`src/rtl/alu_pkg.sv`:
```
// ============================================================================
// Module   : alu_pkg
// Purpose  : Shared definitions for the digit-serial ALU: opcode encodings,
//            FSM state type and the operand-B inversion helper.
// Ports    : none (package)
// Revision : 1.0 - initial release
// ============================================================================
`default_nettype none

package alu_pkg;

  localparam logic [2:0] OP_AND = 3'b000;
  localparam logic [2:0] OP_OR  = 3'b001;
  localparam logic [2:0] OP_ADD = 3'b010;
  localparam logic [2:0] OP_SUB = 3'b110;
  localparam logic [2:0] OP_SLT = 3'b111;

  typedef enum logic [1:0] {
    IDLE = 2'd0,
    RUN  = 2'd1,
    DONE = 2'd2
  } state_t;

  // Subtraction-based opcodes add the one's complement of B plus an
  // initial carry of 1.
  function automatic logic op_inv(input logic [2:0] sel);
    return (sel == OP_SUB) || (sel == OP_SLT);
  endfunction

endpackage

`default_nettype wire

```
`src/rtl/digit_alu.sv`:
```
// ============================================================================
// Module   : digit_alu
// Purpose  : Combinational DIGIT-bit ALU slice used once per cycle by the
//            serial ALU.
// Ports    : a_d, b_d  - operand digits
//            cin       - carry into the digit's LSB
//            sel       - opcode
//            sum_d     - digit result (zero for illegal opcodes)
//            cout_d    - carry out of the digit's top bit
//            c_msb_d   - carry into the digit's top bit
// Revision : 1.0 - initial release
// ============================================================================
`default_nettype none

module digit_alu
  import alu_pkg::*;
#(
  parameter int DIGIT = 4
) (
  input  logic [DIGIT-1:0] a_d,
  input  logic [DIGIT-1:0] b_d,
  input  logic             cin,
  input  logic [2:0]       sel,
  output logic [DIGIT-1:0] sum_d,
  output logic             cout_d,
  output logic             c_msb_d
);

  logic             inv;
  logic [DIGIT-1:0] b_x;
  logic [DIGIT:0]   add;

  assign inv = op_inv(sel);
  assign b_x = b_d ^ {DIGIT{inv}};
  assign add = {1'b0, a_d} + {1'b0, b_x} + {{DIGIT{1'b0}}, cin};

  assign cout_d = add[DIGIT];
  // Sum bit = a ^ b ^ carry-in, so the carry into the top bit is recovered
  // by XORing the operands back out of the sum.
  assign c_msb_d = add[DIGIT-1] ^ a_d[DIGIT-1] ^ b_x[DIGIT-1];

  always_comb begin
    sum_d = '0;
    case (sel)
      OP_AND:                 sum_d = a_d & b_d;
      OP_OR:                  sum_d = a_d | b_d;
      OP_ADD, OP_SUB, OP_SLT: sum_d = add[DIGIT-1:0];
      default:                sum_d = '0;
    endcase
  end

endmodule

`default_nettype wire

```
`src/rtl/serial_alu.sv`:
```
// ============================================================================
// Module   : serial_alu
// Purpose  : Digit-serial integer ALU. Processes a WIDTH-bit operation DIGIT
//            bits per cycle, LSB digit first, with valid/ready handshakes on
//            both the request and result sides.
// Ports    : clk, rst_n           - clock, async active-low reset
//            in_valid, in_ready   - request handshake
//            a, b, sel            - operands and opcode (sampled on accept)
//            out_valid, out_ready - result handshake
//            result, cout,
//            overflow, zero       - result and status flags (held in DONE)
// Revision : 1.0 - initial release
// ============================================================================
`default_nettype none

module serial_alu
  import alu_pkg::*;
#(
  parameter int WIDTH = 32,
  parameter int DIGIT = 4
) (
  input  logic             clk,
  input  logic             rst_n,
  input  logic             in_valid,
  output logic             in_ready,
  input  logic [WIDTH-1:0] a,
  input  logic [WIDTH-1:0] b,
  input  logic [2:0]       sel,
  output logic             out_valid,
  input  logic             out_ready,
  output logic [WIDTH-1:0] result,
  output logic             cout,
  output logic             overflow,
  output logic             zero
);

  localparam int N     = WIDTH / DIGIT;
  localparam int CNT_W = (N > 1) ? $clog2(N) : 1;

  state_t           state;
  state_t           state_next;
  logic [WIDTH-1:0] a_q;
  logic [WIDTH-1:0] b_q;
  logic [2:0]       sel_q;
  logic [CNT_W-1:0] cnt;
  logic             carry;

  logic [DIGIT-1:0] sum_d;
  logic             cout_d;
  logic             c_msb_d;
  logic [WIDTH-1:0] a_shift;
  logic [WIDTH-1:0] b_shift;
  logic [WIDTH-1:0] res_shift;
  logic [WIDTH-1:0] res_final;
  logic             last;
  logic             arith;
  logic             accept;
  logic             ovf_d;

  // Operands are shifted right each cycle so the active digit always sits
  // in the low DIGIT bits; this avoids a wide variable-index mux.
  digit_alu #(
    .DIGIT (DIGIT)
  ) u_digit (
    .a_d     (a_q[DIGIT-1:0]),
    .b_d     (b_q[DIGIT-1:0]),
    .cin     (carry),
    .sel     (sel_q),
    .sum_d   (sum_d),
    .cout_d  (cout_d),
    .c_msb_d (c_msb_d)
  );

  generate
    if (WIDTH > DIGIT) begin : g_multi_digit
      assign a_shift   = {{DIGIT{1'b0}}, a_q[WIDTH-1:DIGIT]};
      assign b_shift   = {{DIGIT{1'b0}}, b_q[WIDTH-1:DIGIT]};
      // Result digits enter at the MSB end; after N digits the first one
      // has reached bit 0.
      assign res_shift = {sum_d, result[WIDTH-1:DIGIT]};
    end else begin : g_single_digit
      assign a_shift   = '0;
      assign b_shift   = '0;
      assign res_shift = sum_d;
    end
  endgenerate

  assign last   = (cnt == CNT_W'(N - 1));
  assign arith  = (sel_q == OP_ADD) || (sel_q == OP_SUB) || (sel_q == OP_SLT);
  assign accept = (state == IDLE) && in_valid;
  assign ovf_d  = c_msb_d ^ cout_d;

  // SLT: a < b (signed) exactly when sign(a-b) differs from the overflow.
  always_comb begin
    res_final = res_shift;
    if (sel_q == OP_SLT) begin
      res_final    = '0;
      res_final[0] = sum_d[DIGIT-1] ^ ovf_d;
    end
  end

  // ---------------- FSM ----------------
  always_ff @(posedge clk or negedge rst_n) begin
    if (!rst_n) begin
      state <= IDLE;
    end else begin
      state <= state_next;
    end
  end

  always_comb begin
    state_next = state;
    in_ready   = 1'b0;
    out_valid  = 1'b0;
    case (state)
      IDLE: begin
        in_ready = 1'b1;
        if (in_valid) state_next = RUN;
      end
      RUN: begin
        if (last) state_next = DONE;
      end
      DONE: begin
        out_valid = 1'b1;
        if (out_ready) state_next = IDLE;
      end
      default: state_next = IDLE;
    endcase
  end

  // ---------------- Datapath ----------------
  always_ff @(posedge clk or negedge rst_n) begin
    if (!rst_n) begin
      a_q      <= '0;
      b_q      <= '0;
      sel_q    <= '0;
      cnt      <= '0;
      carry    <= 1'b0;
      result   <= '0;
      cout     <= 1'b0;
      overflow <= 1'b0;
      zero     <= 1'b0;
    end else if (accept) begin
      a_q   <= a;
      b_q   <= b;
      sel_q <= sel;
      cnt   <= '0;
      carry <= op_inv(sel);
    end else if (state == RUN) begin
      a_q   <= a_shift;
      b_q   <= b_shift;
      carry <= cout_d;
      cnt   <= cnt + CNT_W'(1);
      if (last) begin
        result   <= res_final;
        cout     <= arith & cout_d;
        overflow <= arith & ovf_d;
        zero     <= (res_final == '0);
      end else begin
        result <= res_shift;
      end
    end
  end

endmodule

`default_nettype wire

```
`config.mk`:
```
export PLATFORM = sky130hd
export DESIGN_NAME = serial_alu
export DESIGN_NICKNAME = d
export VERILOG_FILES = /design/src/rtl/alu_pkg.sv /design/src/rtl/digit_alu.sv /design/src/rtl/serial_alu.sv
export SDC_FILE = /design/constraint.sdc
export NUM_CORES = 1
export LEC_CHECK = 0
export CORE_AREA = 2 2 101 103
export CTS_CLUSTER_SIZE = 10
export DETAILED_ROUTE_END_ITERATION = 8
export DIE_AREA = 0 0 103 105
export GPL_ROUTABILITY_DRIVEN = 0
export PLACE_DENSITY_LB_ADDON = 0.15
export SETUP_SLACK_MARGIN = 0.4
export SYNTH_ARGS = -nofsm -noshare
export SYNTH_HDL_FRONTEND = slang
export SYNTH_SLANG_ARGS = --single-unit
```
`constraint.sdc`:
```
create_clock -name clk -period 3.4 [get_ports clk]
set_clock_uncertainty 0.05 [all_clocks]
set_input_delay 0.34 -clock clk [delete_from_list [all_inputs] [get_ports clk]]
set_output_delay 0.34 -clock clk [all_outputs]
set_load 0.03 [all_outputs]
```
* Word level (Yosys, flattened, before mapping)
Cells that the tools add are included.
** Cells by class
- Add/subtract/negate cells :: 3
- Equality and inequality tests :: 12
- Mux-type cells :: 17
- Bitwise gates (word level) :: 10
- Reductions and logical operators :: 13
** Operators with widths (number)
- $mux 32 :: 6
- $logic_not 32->1 :: 1
- $eq 3x3->1 const B :: 5
- $pmux 4 s3 :: 1
- $mux 2 :: 3
- $mux 3 :: 2
- $ne 2x2->1 const B :: 3
- $pmux 2 s3 :: 1
- $reduce_and 3->1 :: 2
- $add 4x4->5 :: 1
- $add 5x1->5 :: 1
- $and 4x4->4 :: 1
- $logic_or 1x1->1 :: 4
- $mux 1 :: 4
- $or 4x4->4 :: 1
- $xor 1x1->1 :: 4
- $xor 4x4->4 :: 1
- $add 3x1->3 const B :: 1
- $eq 3x1->1 const B :: 1
- $eq 3x2->1 const B :: 1
- $logic_not 3->1 :: 1
- $reduce_or 3->1 :: 1
- $and 1x1->1 :: 2
- $eq 2x1->1 const B :: 1
- 6 further kinds :: 6
** Word-level totals
- Flip-flop bits (word level) :: 108
- Input bits :: 71
- Output and inout bits :: 37

* Longest topological paths before layout
Gate-level depths: netlist of the first run.
- Word-level depth :: 11
- Depth in mapped cells :: 11
- Gate-level depth less buffers :: 11

* Modules after synthesis
A second synthesis of the first run with hierarchy kept.
** Second synthesis, totals
- Cell total of the unflattened synthesis :: 513
- Area, all modules :: 4823.4 µm²
** Modules (own cells, without submodules)
- serial_alu :: times used 1, cells an instance 479, area each 4505.6 µm², seq. area each 2702.6 µm²
- digit_alu :: times used 1, cells an instance 34, area each 317.8 µm², seq. area each 0.0 µm²

* Worst setup path before layout of the first run
OpenSTA, ideal clock, no wires.
- Path type :: register to register
- Start point :: reg sel_q[1]
- End point :: reg zero
- Library setup time :: 0.121 ns
- Arrival time :: 2.514 ns
- Setup slack :: 0.715 ns
- Cell stages (with the launch flop) :: 12
- Clock period less this slack :: 2.685 ns
- Cells stage by stage :: dfrtp_1 > nand2_4 > xor2_1 > fa_1 > inv_1 > fa_1 > a21o_2 > a21oi_2 > xnor2_1 > xnor3_1 > nor3b_2 > and4bb_1
** On the way
- Word-level cells in the longest chain between the ends :: 11
- Elaborated cells on any way between the ends :: 17
- Those cells by class :: add/sub (2); eq/ne (4); mux (2); bitwise (5); reduce/logical (4)
** Ends and longest elaborated chain
- start, declared :: line serial_alu.sv:44 : logic [2:0] sel_q;
- start signal, assigned :: line serial_alu.sv:146 : sel_q <= sel;
- $eq 3x3->1, on equally long branches :: line alu_pkg.sv:27, digit_alu.sv:44, serial_alu.sv:96
- $logic_or 1x1->1 :: line alu_pkg.sv:27 : return (sel == OP_SUB) || (sel == OP_SLT);
- $xor 4x4->4 :: line digit_alu.sv:34 : assign b_x = b_d ^ {DIGIT{inv}};
- $add 4x4->5 :: line digit_alu.sv:35 : assign add = {1'b0, a_d} + {1'b0, b_x} + {{DIGIT{1'b0}}, cin};
- $add 5x1->5 :: line digit_alu.sv:35
- $xor 1x1->1 (2 in a row) :: line digit_alu.sv:40 : assign c_msb_d = add[DIGIT-1] ^ a_d[DIGIT-1] ^ b_x[DIGIT-1];
- $xor 1x1->1 :: line serial_alu.sv:91 : assign ovf_d = c_msb_d ^ cout_d;
- $xor 1x1->1 :: line serial_alu.sv:98 : res_final[0] = sum_d[DIGIT-1] ^ ovf_d;
- $mux 32 (*) :: line serial_alu.sv:96 : if (sel_q == OP_SLT) begin
- $logic_not 32->1 (*) :: line serial_alu.sv:158 : zero <= (res_final == '0);
- end signal, assigned :: line serial_alu.sv:158
- end, declared :: line serial_alu.sv:34 : output logic zero
Mark *: on every way between the ends. The rest lies on a longest branch, timed or not.
A chain may end at the register's enable or synchronous reset.

* Final worst setup path of the first run
Ends and elaborated chain as after synthesis.

==> summary.md, run 1 <==
| Metric | Value |
|---|---|
| Result of the run | `finished clean` |
| Grt met1 use | `31.4%` |
| Reg2reg path depth | `11` |
| Total routing resource utilization after global routing | `20.9%` |
| Internal power of the cells | `0.00348 W` |
| CP endpoint | `zero` |
| Total half-perimeter wirelength after legalization and detailed placement | `7.44 mm` |
| Dpl ws | `0.477 ns` |
| Post-layout power | `0.00601 W` |
| Via count of the routed design | `3,701` |
| Number of clock buffers inserted by TritonCTS | `9` |
| Share of total power in the clock network | `12.7%` |
| Die height | `105 µm` |
| Total power density per cell area | `978 nW/µm²` |
| Data arrival time of the worst path | `3.08 ns` |
| Post-synthesis cell count | `456` |
| Maximum number of pins on one net before global-route repair | `78` |
| Final Net Count | `630` |
| Yosys synthesis warning count | `0` |
| Maximum clock frequency | `347 MHz` |
| Met2 Use GR | `30.8%` |
| Root buffer selected by CTS | `clkbuf_8` |
| Clock sinks | `108` |
| Via count of the first global-routing pass | `3,545` |
| Standard cell area after detailed placement | `5930 µm²` |
| First-pass GRT wire length | `17.9 mm` |
| HP Class | `input pin to async pin` |
| Floorplan core area | `9640 µm²` |
| Violation count after the first detailed-routing iteration | `170` |
| DRC viols | `0` |
| Final cell count without fillers | `690` |
| Number of nets produced by synthesis | `534` |
| Number of placed cells counting well taps | `672` |
| Peak supply drop | `0.000602 V` |
| Required time reported for the critical path endpoint | `3.60 ns` |
| Final critical delay including setup and external delays | `2.88 ns` |
| Combinational power share | `50.0%` |
| Net switching power of the design | `0.00253 W` |
| Number of antenna violations at the first check in global routing | `0` |
| Die footprint | `10,800 µm²` |
| Largest fanout on the critical path | `5` |
| Reg2Reg Launch Point | `sel_q[1]` |
| Final setup violation count | `0` |
| Startpoint class of the critical path | `flop` |
| Proportion of synthesized chip area in sequential cells | `57.1%` |
| Post-synthesis cell type count | `45` |
| Cell with the largest stage delay on the worst path | `dfrtp_2` |
| Total congestion overflow after global routing | `0` |
| Share of the clock period used by the worst path | `84.7%` |
| Start-to-end type of the worst setup path | `flop to flop` |
| Skew-Pair Late Insertion Delay | `0.37 ns` |
| Antenna-violating nets left | `0` |
| RSZ-0062 raised after global routing | `false` |
| Clock tree from TritonCTS | `done` |
| Hold violation total from the final report | `0` |
| Max stage delay on crit path | `0.45 ns` |
| Seq cells post-synth | `108` |
| Ratio of cells with drive above 1 in the final layout | `7.18%` |
| Average wire per cell in the routed design | `15.8 µm` |
| Switching fraction of total power | `42.1%` |
| Number of max-cap violations | `0` |
| Routed WL | `10.9 mm` |
| Clock-pin slew on the worst setup and hold paths | `0.10 ns` |
| Buffer depth of the longest clock path | `2` |
| Transition time at the pin with the least slew margin | `0.987 ns` |
| Layout area overhead | `30.0%` |
| Static power due to leakage | `2.82 nW` |
| Post-Synthesis Mean Instance Area | `10.4 µm²` |
| CP Cell Sequence | `nand2_4 -> xor2_1 -> fa_1 -> inv_1 -> fa_1 -> a21o_2 -> a21oi_4 -> xnor2_1 -> xnor3_2 -> nor3b_2 -> and4bb_1` |
| Global routing's busiest layer | `met1` |
| Met3 Resource Use GR | `3.81%` |
| Number of vias per cell | `5.36` |
| Final instance area | `6150 µm²` |
| Cell occurring most often along the worst timing path | `fa_1` |
| First-pass detailed-route iteration total | `5` |
| Port bufs | `107` |
| Ports placed on the boundary | `108` |
| Worst flop-to-flop path endpoint | `zero` |
| Number of standard-cell rows in the floorplan | `36` |
| Effective utilization at floorplan | `49.1%` |
| Diode count | `0` |
| Summed instance area of the synthesized netlist | `4730 µm²` |
| Number of levels the H-tree was split into | `3` |
| Number of pins exceeding their max-slew limit in the final report | `0` |
| Headroom to the max-slew limit | `34.2%` |
| Final TNS setup | `0 ns` |
| Die X-Extent | `103 µm` |
| Timing startpoint of the critical path | `sel_q[1]` |
| Fraction of power consumed by sequential logic | `37.3%` |
| R2r setup slk | `0.52 ns` |
| Least setup slack across all paths after layout | `0.522 ns` |
| Nature of the critical path endpoint | `flop` |
-- worst max-delay path, delay by kind of cell (launching register included) --
family                   cells  cell delay (ns)
flip-flops                   1             0.45
AO/OA/AOI/OAI                2             0.42
buffers and inverters        1             0.06
adder cells (fa/ha/maj)      2             0.63
XOR/XNOR                     3             0.63
AND/OR/NAND/NOR              3             0.53
-- sequential cells by signal, indices dropped and copies added, names as in the netlist --
name and cells:
a_q 32, b_q 32, result 32, cnt 3
sel_q 3, state 2, carry 1, cout 1
overflow 1, zero 1
-- cell families (layout without fill, tap and decap cells) --
logic type                 count (synthesis)  in the layout  share of synthesized area, %
and+or+nand+nor                          175            175                          15.7
AOI/OAI and AO/OA                        117            117                          18.7
DFF                                      108            108                          57.1
buffers and inverters                     35            136                          2.91
adders and majority gates                 10             10                          2.80
xor gates and xnor gates                   8              8                          2.09
muxes                                      3              3                         0.714
-- per-stage QoR --
step / utilization [%] / hold WS, ns
floorplan: - / -0.00559
global placement: 61.5 / 0.407
detailed placement: 61.5 / 0.413
CTS: 63.5 / 0.0957
global route: 63.8 / 0.144
finish: 63.8 / 0.0573
-- final cells by class --
| class | count | area, µm² |
|---|---|---|
| tap | 133 | 166 |
| timing repair buffer | 115 | 1140 |
| inverter | 5 | 18.8 |
| multi-input combinational | 313 | 1920 |
| fill | 851 | 3490 |
| clock inverter | 5 | 45.0 |
| sequential | 108 | 2700 |
| clock buffer | 11 | 151 |
-- synthesized netlist by cell type --
library cell | number | share of area, %
o31ai_1 | 3 | 0.48
buf_2 | 2 | 0.21
xor2_1 | 1 | 0.19
maj3_1 | 3 | 0.63
a21oi_1 | 4 | 0.42
nor3_1 | 2 | 0.21
a21o_2 | 1 | 0.19
or3_1 | 1 | 0.13
nand2b_1 | 4 | 0.53
o21ai_1 | 1 | 0.11
nand3b_1 | 1 | 0.16
dfrtp_1 | 108 | 57
mux2_2 | 3 | 0.71
a22o_1 | 30 | 5.6
a22oi_1 | 55 | 8.7
fa_1 | 2 | 0.85
inv_1 | 5 | 0.40
o22a_1 | 1 | 0.19
xnor3_1 | 1 | 0.48
xor3_1 | 1 | 0.50
nor4_1 | 7 | 0.93
a221o_1 | 1 | 0.21
nor3b_2 | 1 | 0.26
and3_1 | 1 | 0.13
and3_2 | 1 | 0.16
nor2_1 | 7 | 0.56
o21bai_1 | 1 | 0.16
and2_1 | 1 | 0.13
nor2b_1 | 2 | 0.26
and4bb_1 | 1 | 0.26
nand4_1 | 1 | 0.13
a32o_1 | 2 | 0.42
ha_1 | 5 | 1.3
o21a_1 | 3 | 0.48
nor3b_1 | 1 | 0.16
clkbuf_1 | 22 | 1.7
nand2_4 | 1 | 0.24
o21ai_0 | 13 | 1.4
a21oi_2 | 1 | 0.19
xnor2_1 | 5 | 0.93
buf_4 | 1 | 0.16
a221oi_1 | 1 | 0.19
buf_1 | 5 | 0.40
nand2_1 | 140 | 11
nand3_1 | 3 | 0.32
-- cell usage in the layout, fill, tap and decap left out, types with 5 or more instances in the layout --
cell type / count
inv_1: 5
clkbuf_8: 11
o21ai_0: 13
nand2_1: 140
buf_4: 8
nor4_1: 7
a22o_1: 30
a22oi_1: 55
xnor2_1: 5
nor2_1: 6
ha_1: 5
dfrtp_1: 107
clkdlybuf4s50_1: 106
-- worst min-delay path by stage --
stage	endpoint	depth (start not counted)
3_5_place_dp	a_q[17]	2
6_report	b_q[30]	1
3_3_place_gp	a_q[15]	2
4_1_cts	b_q[30]	1
5_1_grt	b_q[30]	1
2_1_floorplan	a_q[0]	0
-- power by group through the flow --
stage | logic (W) | clock network [W] | registers (W)
finish | 0.00301 | 0.000761 | 0.00225
global route | 0.00333 | 0.000833 | 0.00232
CTS | 0.00297 | 0.000774 | 0.00225
detailed placement | 0.00296 | 0 | 0.00227
global placement | 0.00288 | 0 | 0.00225
floorplan | 0.00190 | 0 | 0.00241
-- timing repair --
item	in CTS	in global routing
gates resized for setup	0	3
hold buffers	0	0
endpoints found under the setup margin	0	1
buffers inserted	0	2
-- layer usage --
| layer | routed length [µm] | up-vias |
|---|---|---|
| li1 | - | 1797 |
| met5 | 0 | - |
| met1 | 5050 | 1804 |
| met4 | 151 | 0 |
| met3 | 531 | 12 |
| met2 | 5160 | 88 |
(Power assumes the default switching activity.)
==> run 2: changes to the inputs <==
--- a/config.mk
+++ b/config.mk
@@ -5,10 +5,10 @@
 export SDC_FILE = /design/constraint.sdc
 export NUM_CORES = 1
 export LEC_CHECK = 0
-export CORE_AREA = 2 2 101 103
+export CORE_AREA = 2 2 106 108
 export CTS_CLUSTER_SIZE = 10
 export DETAILED_ROUTE_END_ITERATION = 8
-export DIE_AREA = 0 0 103 105
+export DIE_AREA = 0 0 108 110
 export GPL_ROUTABILITY_DRIVEN = 0
 export PLACE_DENSITY_LB_ADDON = 0.15
 export SETUP_SLACK_MARGIN = 0.4
==> constraint.sdc (replaced) <==
create_clock -name clk -period 2.4 [get_ports clk]
set_clock_uncertainty 0.05 [all_clocks]
set_input_delay 0.24 -clock clk [delete_from_list [all_inputs] [get_ports clk]]
set_output_delay 0.24 -clock clk [all_outputs]
set_load 0.03 [all_outputs]
==> run 2 against run 1 <==
The run now ends with negative setup slack left. Register-to-register slack got worse by 0.74 ns. Cell area rose by 3.4%. Critical path type unchanged. Utilization fell by 4.3 points. Highest routed layer unchanged. Sequential power rose by 41%. First-iteration DRC count fell by 4.7%. Via count rose by 2.9%.
==> summary.md, run 2 (synthesis results as in run 1) <==
| Metric | Value |
|---|---|
| Clock-pin slew on the worst setup and hold paths | `0.10 ns (about the same)` |
| R2r setup slk | `-0.22 ns (was 0.52 ns)` |
| Ports placed on the boundary | `108 (unchanged)` |
| Total routing resource utilization after global routing | `19.9% (was 20.9%)` |
| Net switching power of the design | `0.00384 W (was 0.00253 W)` |
| Layout area overhead | `34.4% (was 30.0%)` |
| Least setup slack across all paths after layout | `-0.219 ns (was 0.522 ns)` |
| Fraction of power consumed by sequential logic | `34.3% (was 37.3%)` |
| CP Cell Sequence | `nand2_4 -> xor2_2 -> fa_2 -> inv_2 -> fa_2 -> a21o_2 -> a21oi_2 -> xnor2_1 -> xnor3_1 -> nor3b_2 -> and4bb_1 (was nand2_4 -> xor2_1 -> fa_1 -> inv_1 -> fa_1 -> a21o_2 -> a21oi_4 -> xnor2_1 -> xnor3_2 -> nor3b_2 -> and4bb_1)` |
| Headroom to the max-slew limit | `63.7% (was 34.2%)` |
| Antenna-violating nets left | `0 (unchanged)` |
| Ratio of cells with drive above 1 in the final layout | `11.4% (was 7.18%)` |
| Via count of the first global-routing pass | `3,759 (was 3,545)` |
| Share of the clock period used by the worst path | `109% (was 84.7%)` |
| First-pass GRT wire length | `18.7 mm (was 17.9 mm)` |
| Post-layout power | `0.00928 W (was 0.00601 W)` |
| Dpl ws | `-0.210 ns (was 0.477 ns)` |
| Switching fraction of total power | `41.4% (was 42.1%)` |
| Cell with the largest stage delay on the worst path | `dfrtp_1 (was dfrtp_2)` |
| Share of total power in the clock network | `11.9% (was 12.7%)` |
| Reg2reg path depth | `11 (unchanged)` |
| Number of max-cap violations | `0 (unchanged)` |
| Average wire per cell in the routed design | `16.2 µm (was 15.8 µm)` |
| Largest fanout on the critical path | `2 (was 5)` |
| Total half-perimeter wirelength after legalization and detailed placement | `7.78 mm (was 7.44 mm)` |
| Start-to-end type of the worst setup path | `flop to flop (unchanged)` |
| Number of buffers and inverters on the critical path | `1 (unchanged)` |
| Transition time at the pin with the least slew margin | `0.544 ns (was 0.987 ns)` |
| Total congestion overflow after global routing | `0 (unchanged)` |
| Number of levels the H-tree was split into | `3 (unchanged)` |
| HP Class | `input pin to async pin (unchanged)` |
| Static power due to leakage | `2.94 nW (was 2.82 nW)` |
| Cell occurring most often along the worst timing path | `fa_2 (was fa_1)` |
| CP top delay family | `XOR/XNOR gates (unchanged)` |
| Diode count | `0 (unchanged)` |
| First-pass detailed-route iteration total | `4 (was 5)` |
| Biggest regs | `a_q x32, b_q x32, result x32 (unchanged)` |
| Number of placed cells counting well taps | `691 (was 672)` |
| Clock tree from TritonCTS | `done (unchanged)` |
| Effective utilization at floorplan | `44.2% (was 49.1%)` |
| Final core occ | `59.5% (was 63.8%)` |
| Levels on crit path | `11 (unchanged)` |
| Violated checks | `negative setup slack` |
| Internal power of the cells | `0.00544 W (was 0.00348 W)` |
| CP endpoint | `zero (unchanged)` |
| Root buffer selected by CTS | `clkbuf_8 (unchanged)` |
| Data arrival time of the worst path | `2.82 ns (was 3.08 ns)` |
| Total power density per cell area | `1460 nW/µm² (was 978 nW/µm²)` |
| Die footprint | `11,900 µm² (was 10,800 µm²)` |
| Startpoint class of the critical path | `flop (unchanged)` |
| Commonest non-fill, non-tap cells in the layout | `nand2_1, dfrtp_1, clkdlybuf4s50_1 (unchanged)` |
| Die height | `110 µm (was 105 µm)` |
| Nature of the critical path endpoint | `flop (unchanged)` |
| Final cell count without fillers | `710 (was 690)` |
| Number of antenna violations at the first check in global routing | `0 (unchanged)` |
| Maximum clock frequency | `382 MHz (was 347 MHz)` |
| Clock sinks | `108 (unchanged)` |
| Final Net Count | `644 (was 630)` |
| Worst flop-to-flop path endpoint | `zero (unchanged)` |
| Floorplan core area | `10,700 µm² (was 9640 µm²)` |
| Final setup violation count | `4 (was 0)` |
| Peak supply drop | `0.000921 V (was 0.000602 V)` |
| Final critical delay including setup and external delays | `2.62 ns (was 2.88 ns)` |
| Most common cell after layout, fill and taps aside | `nand2_1 (unchanged)` |
| Hold violation total from the final report | `0 (unchanged)` |
| Fill cell total of the finished layout | `908 (was 851)` |
| Number of clock buffers inserted by TritonCTS | `9 (unchanged)` |
| Routed WL | `11.5 mm (was 10.9 mm)` |
| Port bufs | `107 (unchanged)` |
| Maximum number of pins on one net before global-route repair | `75 (was 78)` |
| DRC viols | `0 (unchanged)` |
| Number of standard-cell rows in the floorplan | `38 (was 36)` |
| Reg2Reg Launch Point | `sel_q[2] (was sel_q[1])` |
| Max stage delay on crit path | `0.42 ns (was 0.45 ns)` |
| Die X-Extent | `108 µm (was 103 µm)` |
| Number of vias per cell | `5.36 (about the same)` |
| Timing startpoint of the critical path | `sel_q[2] (was sel_q[1])` |
| Buffer depth of the longest clock path | `2 (unchanged)` |
| Combinational power share | `53.9% (was 50.0%)` |
| Result of the run | `complete, but fails checks (was finished clean)` |
| Violation count after the first detailed-routing iteration | `162 (was 170)` |
| Via count of the routed design | `3,808 (was 3,701)` |
| RSZ-0062 raised after global routing | `true (was false)` |
| Number of pins exceeding their max-slew limit in the final report | `0 (unchanged)` |
| Skew-Pair Late Insertion Delay | `0.36 ns (was 0.37 ns)` |
| Required time reported for the critical path endpoint | `2.60 ns (was 3.60 ns)` |
==> run 2: cell types whose count changed in the layout (fill, tap and decap cells not counted), moves of 3 or more <==
cell and delta:
buf_4 +8, clkinv_4 -3, buf_6 +3, o31ai_1 -3
==> run 2: cell type report <==
type | instances | area (µm²) | share of cell area (%)
Sequential cell | 108 | 2700 | 42.5
Clock inverter | 5 | 60.1 | 0.944
Clock buffer | 10 | 128 | 2.01
Inverter | 5 | 18.8 | 0.295
Timing Repair Buffer | 129 | 1290 | 20.2
Multi-Input combinational cell | 313 | 1990 | 31.2
Tap cell | 140 | 175 | 2.75
==> run 2: stage by stage <==
step / setup TNS [ns] / hold WS (ns) / cell area (µm²)
3_3_place_gp: -0.259 / 0.205 / 6070
4_1_cts: -0.510 / 0.347 / 6330
2_1_floorplan: -0.266 / -0.106 / 4750
6_report: -0.527 / 0.335 / 6360
3_5_place_dp: -0.498 / 0.205 / 6070
5_1_grt: -0.956 / 0.374 / 6360
==> run 2: power groups by stage <==
stage	registers, W	logic (W)	clock network (W)
final	0.00318	0.00500	0.00110
after global routing	0.00328	0.00550	0.00120
after CTS	0.00318	0.00488	0.00112
after detailed placement	0.00321	0.00461	0
after global placement	0.00318	0.00450	0
after floorplan	0.00342	0.00274	0
==> run 2: worst min-delay path by stage <==
stage | startpoint | end | cells past startpoint
after floorplan | rst_n | a_q[0] | 0
after global placement | rst_n | b_q[31] | 1
after detailed placement | rst_n | b_q[31] | 1
after CTS | rst_n | b_q[31] | 2
after global routing | b[31] | b_q[31] | 3
final | rst_n | b_q[31] | 2
==> run 2: what timing repair did <==
item,CTS,global route
pin swaps,4,3
cloned,0,0
hold endpoints to repair,38,0
setup endpoints to repair,8,9
hold buffers,1,0
setup buffers,2,1
gates resized for setup,9,6
==> run 2: layer usage <==
layer | GRT usage [%] | up-vias | wire [µm]
li1 | - | 1826 | -
met5 | 0 | - | 0
met2 | 31.8 | 97 | 5550
met4 | 5.77 | 0 | 129
met1 | 28.4 | 1874 | 5310
met3 | 3.17 | 11 | 511
==> run 3: changes to the inputs <==
--- a/config.mk
+++ b/config.mk
@@ -11,7 +11,7 @@
 export DIE_AREA = 0 0 108 110
 export GPL_ROUTABILITY_DRIVEN = 0
 export PLACE_DENSITY_LB_ADDON = 0.15
-export SETUP_SLACK_MARGIN = 0.4
+export SETUP_SLACK_MARGIN = 0.3
 export SYNTH_ARGS = -nofsm -noshare
 export SYNTH_HDL_FRONTEND = slang
 export SYNTH_SLANG_ARGS = --single-unit
==> constraint.sdc (replaced) <==
create_clock -name clk -period 2.4 [get_ports clk]
set_clock_uncertainty 0.05 [all_clocks]
set_input_delay 0.24 -clock clk [delete_from_list [all_inputs] [get_ports clk]]
set_output_delay 0.24 -clock clk [all_outputs]
set_load 0.05 [all_outputs]
==> run 3 against run 2 <==
The flow still finishes with violations (negative setup slack). Total power is 8.6% higher. Critical path type unchanged. Via count is 1.2% higher. Cell area is 2.3% higher.
==> summary.md, run 3 (synthesis results as in run 1) <==
| Metric | Value |
|---|---|
| Number of levels the H-tree was split into | `3 (unchanged)` |
| Buffer depth of the longest clock path | `2 (unchanged)` |
| Max stage delay on crit path | `0.44 ns (was 0.42 ns)` |
| Fill cell total of the finished layout | `907 (was 908)` |
| First-pass GRT wire length | `19.3 mm (was 18.7 mm)` |
| Total congestion overflow after global routing | `0 (unchanged)` |
| Final critical delay including setup and external delays | `2.69 ns (was 2.62 ns)` |
| Antenna-violating nets left | `0 (unchanged)` |
| Reg2reg path depth | `11 (unchanged)` |
| Required time reported for the critical path endpoint | `2.61 ns (was 2.60 ns)` |
| Via count of the routed design | `3,852 (was 3,808)` |
| Total power density per cell area | `1550 nW/µm² (was 1460 nW/µm²)` |
| Via count of the first global-routing pass | `3,795 (was 3,759)` |
| Start-to-end type of the worst setup path | `flop to flop (unchanged)` |
| Peak supply drop | `0.000837 V (was 0.000921 V)` |
| Reg2Reg Launch Point | `sel_q[1] (was sel_q[2])` |
| Maximum clock frequency | `372 MHz (was 382 MHz)` |
| Result of the run | `complete, but fails checks (unchanged)` |
| Final instance area | `6500 µm² (was 6360 µm²)` |
| Violated checks | `negative setup slack (unchanged)` |
| First-pass detailed-route iteration total | `5 (was 4)` |
| Violation count after the first detailed-routing iteration | `191 (was 162)` |
| Standard cell area after detailed placement | `6090 µm² (was 6070 µm²)` |
| Port bufs | `107 (unchanged)` |
| DRC viols | `0 (unchanged)` |
| Ratio of cells with drive above 1 in the final layout | `13.4% (was 11.4%)` |
| Worst flop-to-flop path endpoint | `zero (unchanged)` |
| R2r setup slk | `-0.29 ns (was -0.22 ns)` |
| Number of buffers and inverters on the critical path | `1 (unchanged)` |
| Total routing resource utilization after global routing | `20.7% (was 19.9%)` |
| Diode count | `0 (unchanged)` |
| Skew-Pair Late Insertion Delay | `0.37 ns (was 0.36 ns)` |
| Number of pins exceeding their max-slew limit in the final report | `0 (unchanged)` |
| Final setup violation count | `6 (was 4)` |
| Total half-perimeter wirelength after legalization and detailed placement | `7.78 mm (about the same)` |
| Commonest non-fill, non-tap cells in the layout | `nand2_1, dfrtp_1, clkdlybuf4s50_1 (unchanged)` |
| Clock-pin slew on the worst setup and hold paths | `0.10 ns (about the same)` |
| Routed WL | `11.7 mm (was 11.5 mm)` |
| Average wire per cell in the routed design | `16.1 µm (was 16.2 µm)` |
| Number of standard-cell rows in the floorplan | `38 (unchanged)` |
| Timing startpoint of the critical path | `sel_q[1] (was sel_q[2])` |
| Die footprint | `11,900 µm² (unchanged)` |
| Data arrival time of the worst path | `2.90 ns (was 2.82 ns)` |
| Ports placed on the boundary | `108 (unchanged)` |
| Clock tree from TritonCTS | `done (unchanged)` |
| Share of the clock period used by the worst path | `112% (was 109%)` |
| Headroom to the max-slew limit | `56.8% (was 63.7%)` |
| HP Class | `input pin to flop (was input pin to async pin)` |
| Number of vias per cell | `5.34 (was 5.36)` |
| CP top delay family | `XOR/XNOR gates (unchanged)` |
| Levels on crit path | `11 (unchanged)` |
| Number of clock buffers inserted by TritonCTS | `9 (unchanged)` |
| Transition time at the pin with the least slew margin | `0.648 ns (was 0.544 ns)` |
| Clock sinks | `108 (unchanged)` |
| Cell with the largest stage delay on the worst path | `dfrtp_2 (was dfrtp_1)` |
| Least setup slack across all paths after layout | `-0.291 ns (was -0.219 ns)` |
| Number of antenna violations at the first check in global routing | `0 (unchanged)` |
| RSZ-0062 raised after global routing | `true (unchanged)` |
| Post-layout power | `0.0101 W (was 0.00928 W)` |
| Maximum number of pins on one net before global-route repair | `52 (was 75)` |
| Largest fanout on the critical path | `2 (unchanged)` |
| Die X-Extent | `108 µm (unchanged)` |
| Number of max-cap violations | `0 (unchanged)` |
| Hold violation total from the final report | `0 (unchanged)` |
| Startpoint class of the critical path | `flop (unchanged)` |
| Final TNS setup | `-1.24 ns (was -0.527 ns)` |
| Biggest regs | `a_q x32, b_q x32, result x32 (unchanged)` |
| Most common cell after layout, fill and taps aside | `nand2_1 (unchanged)` |
| CP endpoint | `zero (unchanged)` |
| Layout area overhead | `37.5% (was 34.4%)` |
| Final Net Count | `655 (was 644)` |
| Floorplan core area | `10,700 µm² (unchanged)` |
| Root buffer selected by CTS | `clkbuf_8 (unchanged)` |
| Cell occurring most often along the worst timing path | `fa_2 (unchanged)` |
| Static power due to leakage | `3.01 nW (was 2.94 nW)` |
| Effective utilization at floorplan | `44.2% (unchanged)` |
| CP Cell Sequence | `nand2_4 -> xor2_2 -> fa_2 -> inv_2 -> fa_2 -> a21o_2 -> a21oi_2 -> xnor2_1 -> xnor3_1 -> nor3b_2 -> and4bb_1 (unchanged)` |
| Die height | `110 µm (unchanged)` |
| Nature of the critical path endpoint | `flop (unchanged)` |
[run 3: cell types whose count changed in the layout (fill, tap and decap cells not counted), sizes merged]
cell and delta:
buf +11, dlygate4sd2 +1, clkinv +1, clkdlybuf4s50 -1
[run 3: how the worst min path moves through the flow]
stage	start	end	slack (ns)	depth (start not counted)
2_1_floorplan	rst_n	a_q[0]	-0.11	0
3_3_place_gp	rst_n	b_q[27]	0.26	1
3_5_place_dp	rst_n	b_q[27]	0.26	1
4_1_cts	b[28]	b_q[28]	0.35	3
5_1_grt	b[28]	b_q[28]	0.36	3
6_report	b[28]	b_q[28]	0.36	3
[run 3: final cells by class]
class | instances | area, µm² | area share, %
clock inverter | 6 | 71.3 | 1.10
tap | 140 | 175 | 2.69
clock buffer | 10 | 128 | 1.96
timing repair buffer | 140 | 1390 | 21.4
sequential | 108 | 2700 | 41.6
multi-input combinational | 313 | 2020 | 31.0
inverter | 5 | 18.8 | 0.289
[run 3: worst register-to-register path: cells and delay by family, from the launching register on]
kind                     cells  cell delay [ns]
XOR/XNOR                     3             0.62
adder cells (fa/ha/maj)      2             0.59
AND/OR/NAND/NOR              3             0.50
flip-flops                   1             0.44
AO/OA/AOI/OAI                2             0.35
buffers and inverters        1             0.04
[run 3: what timing repair did]
item,CTS,global route
endpoints found under the setup margin,7,9
setup buffers,10,2
resized for setup,16,10
hold endpoints to repair,47,0
pin swaps,15,9
hold buffers,1,0
[run 3: per-stage QoR]
| stage | utilization (%) | std cells | hold slack, ns | setup WS (ns) |
|---|---|---|---|---|
| floorplan | - | 456 | -0.106 | -0.198 |
| global placement | 56.9 | 693 | 0.261 | -0.130 |
| detailed placement | 56.9 | 693 | 0.256 | -0.256 |
| CTS | 60.2 | 720 | 0.348 | -0.242 |
| global route | 60.8 | 722 | 0.360 | -0.392 |
| finish | 60.8 | 722 | 0.363 | -0.291 |
[run 3: per-layer routing]
metal / track usage [%] / routed length [µm] / share of wire (%)
met1: 29.7 / 5270 / 45
met2: 32.5 / 5710 / 49
met3: 3.64 / 594 / 5.1
met4: 6.41 / 82 / 0.70
met5: 0 / 0 / 0
[run 3: where the power goes]
group	internal [W]	switching, W	total, W	leakage [nW]
clock network	0.000495	0.000632	0.00113	0.0988
logic	0.00268	0.00308	0.00576	1.53
registers	0.00259	0.000599	0.00319	1.38
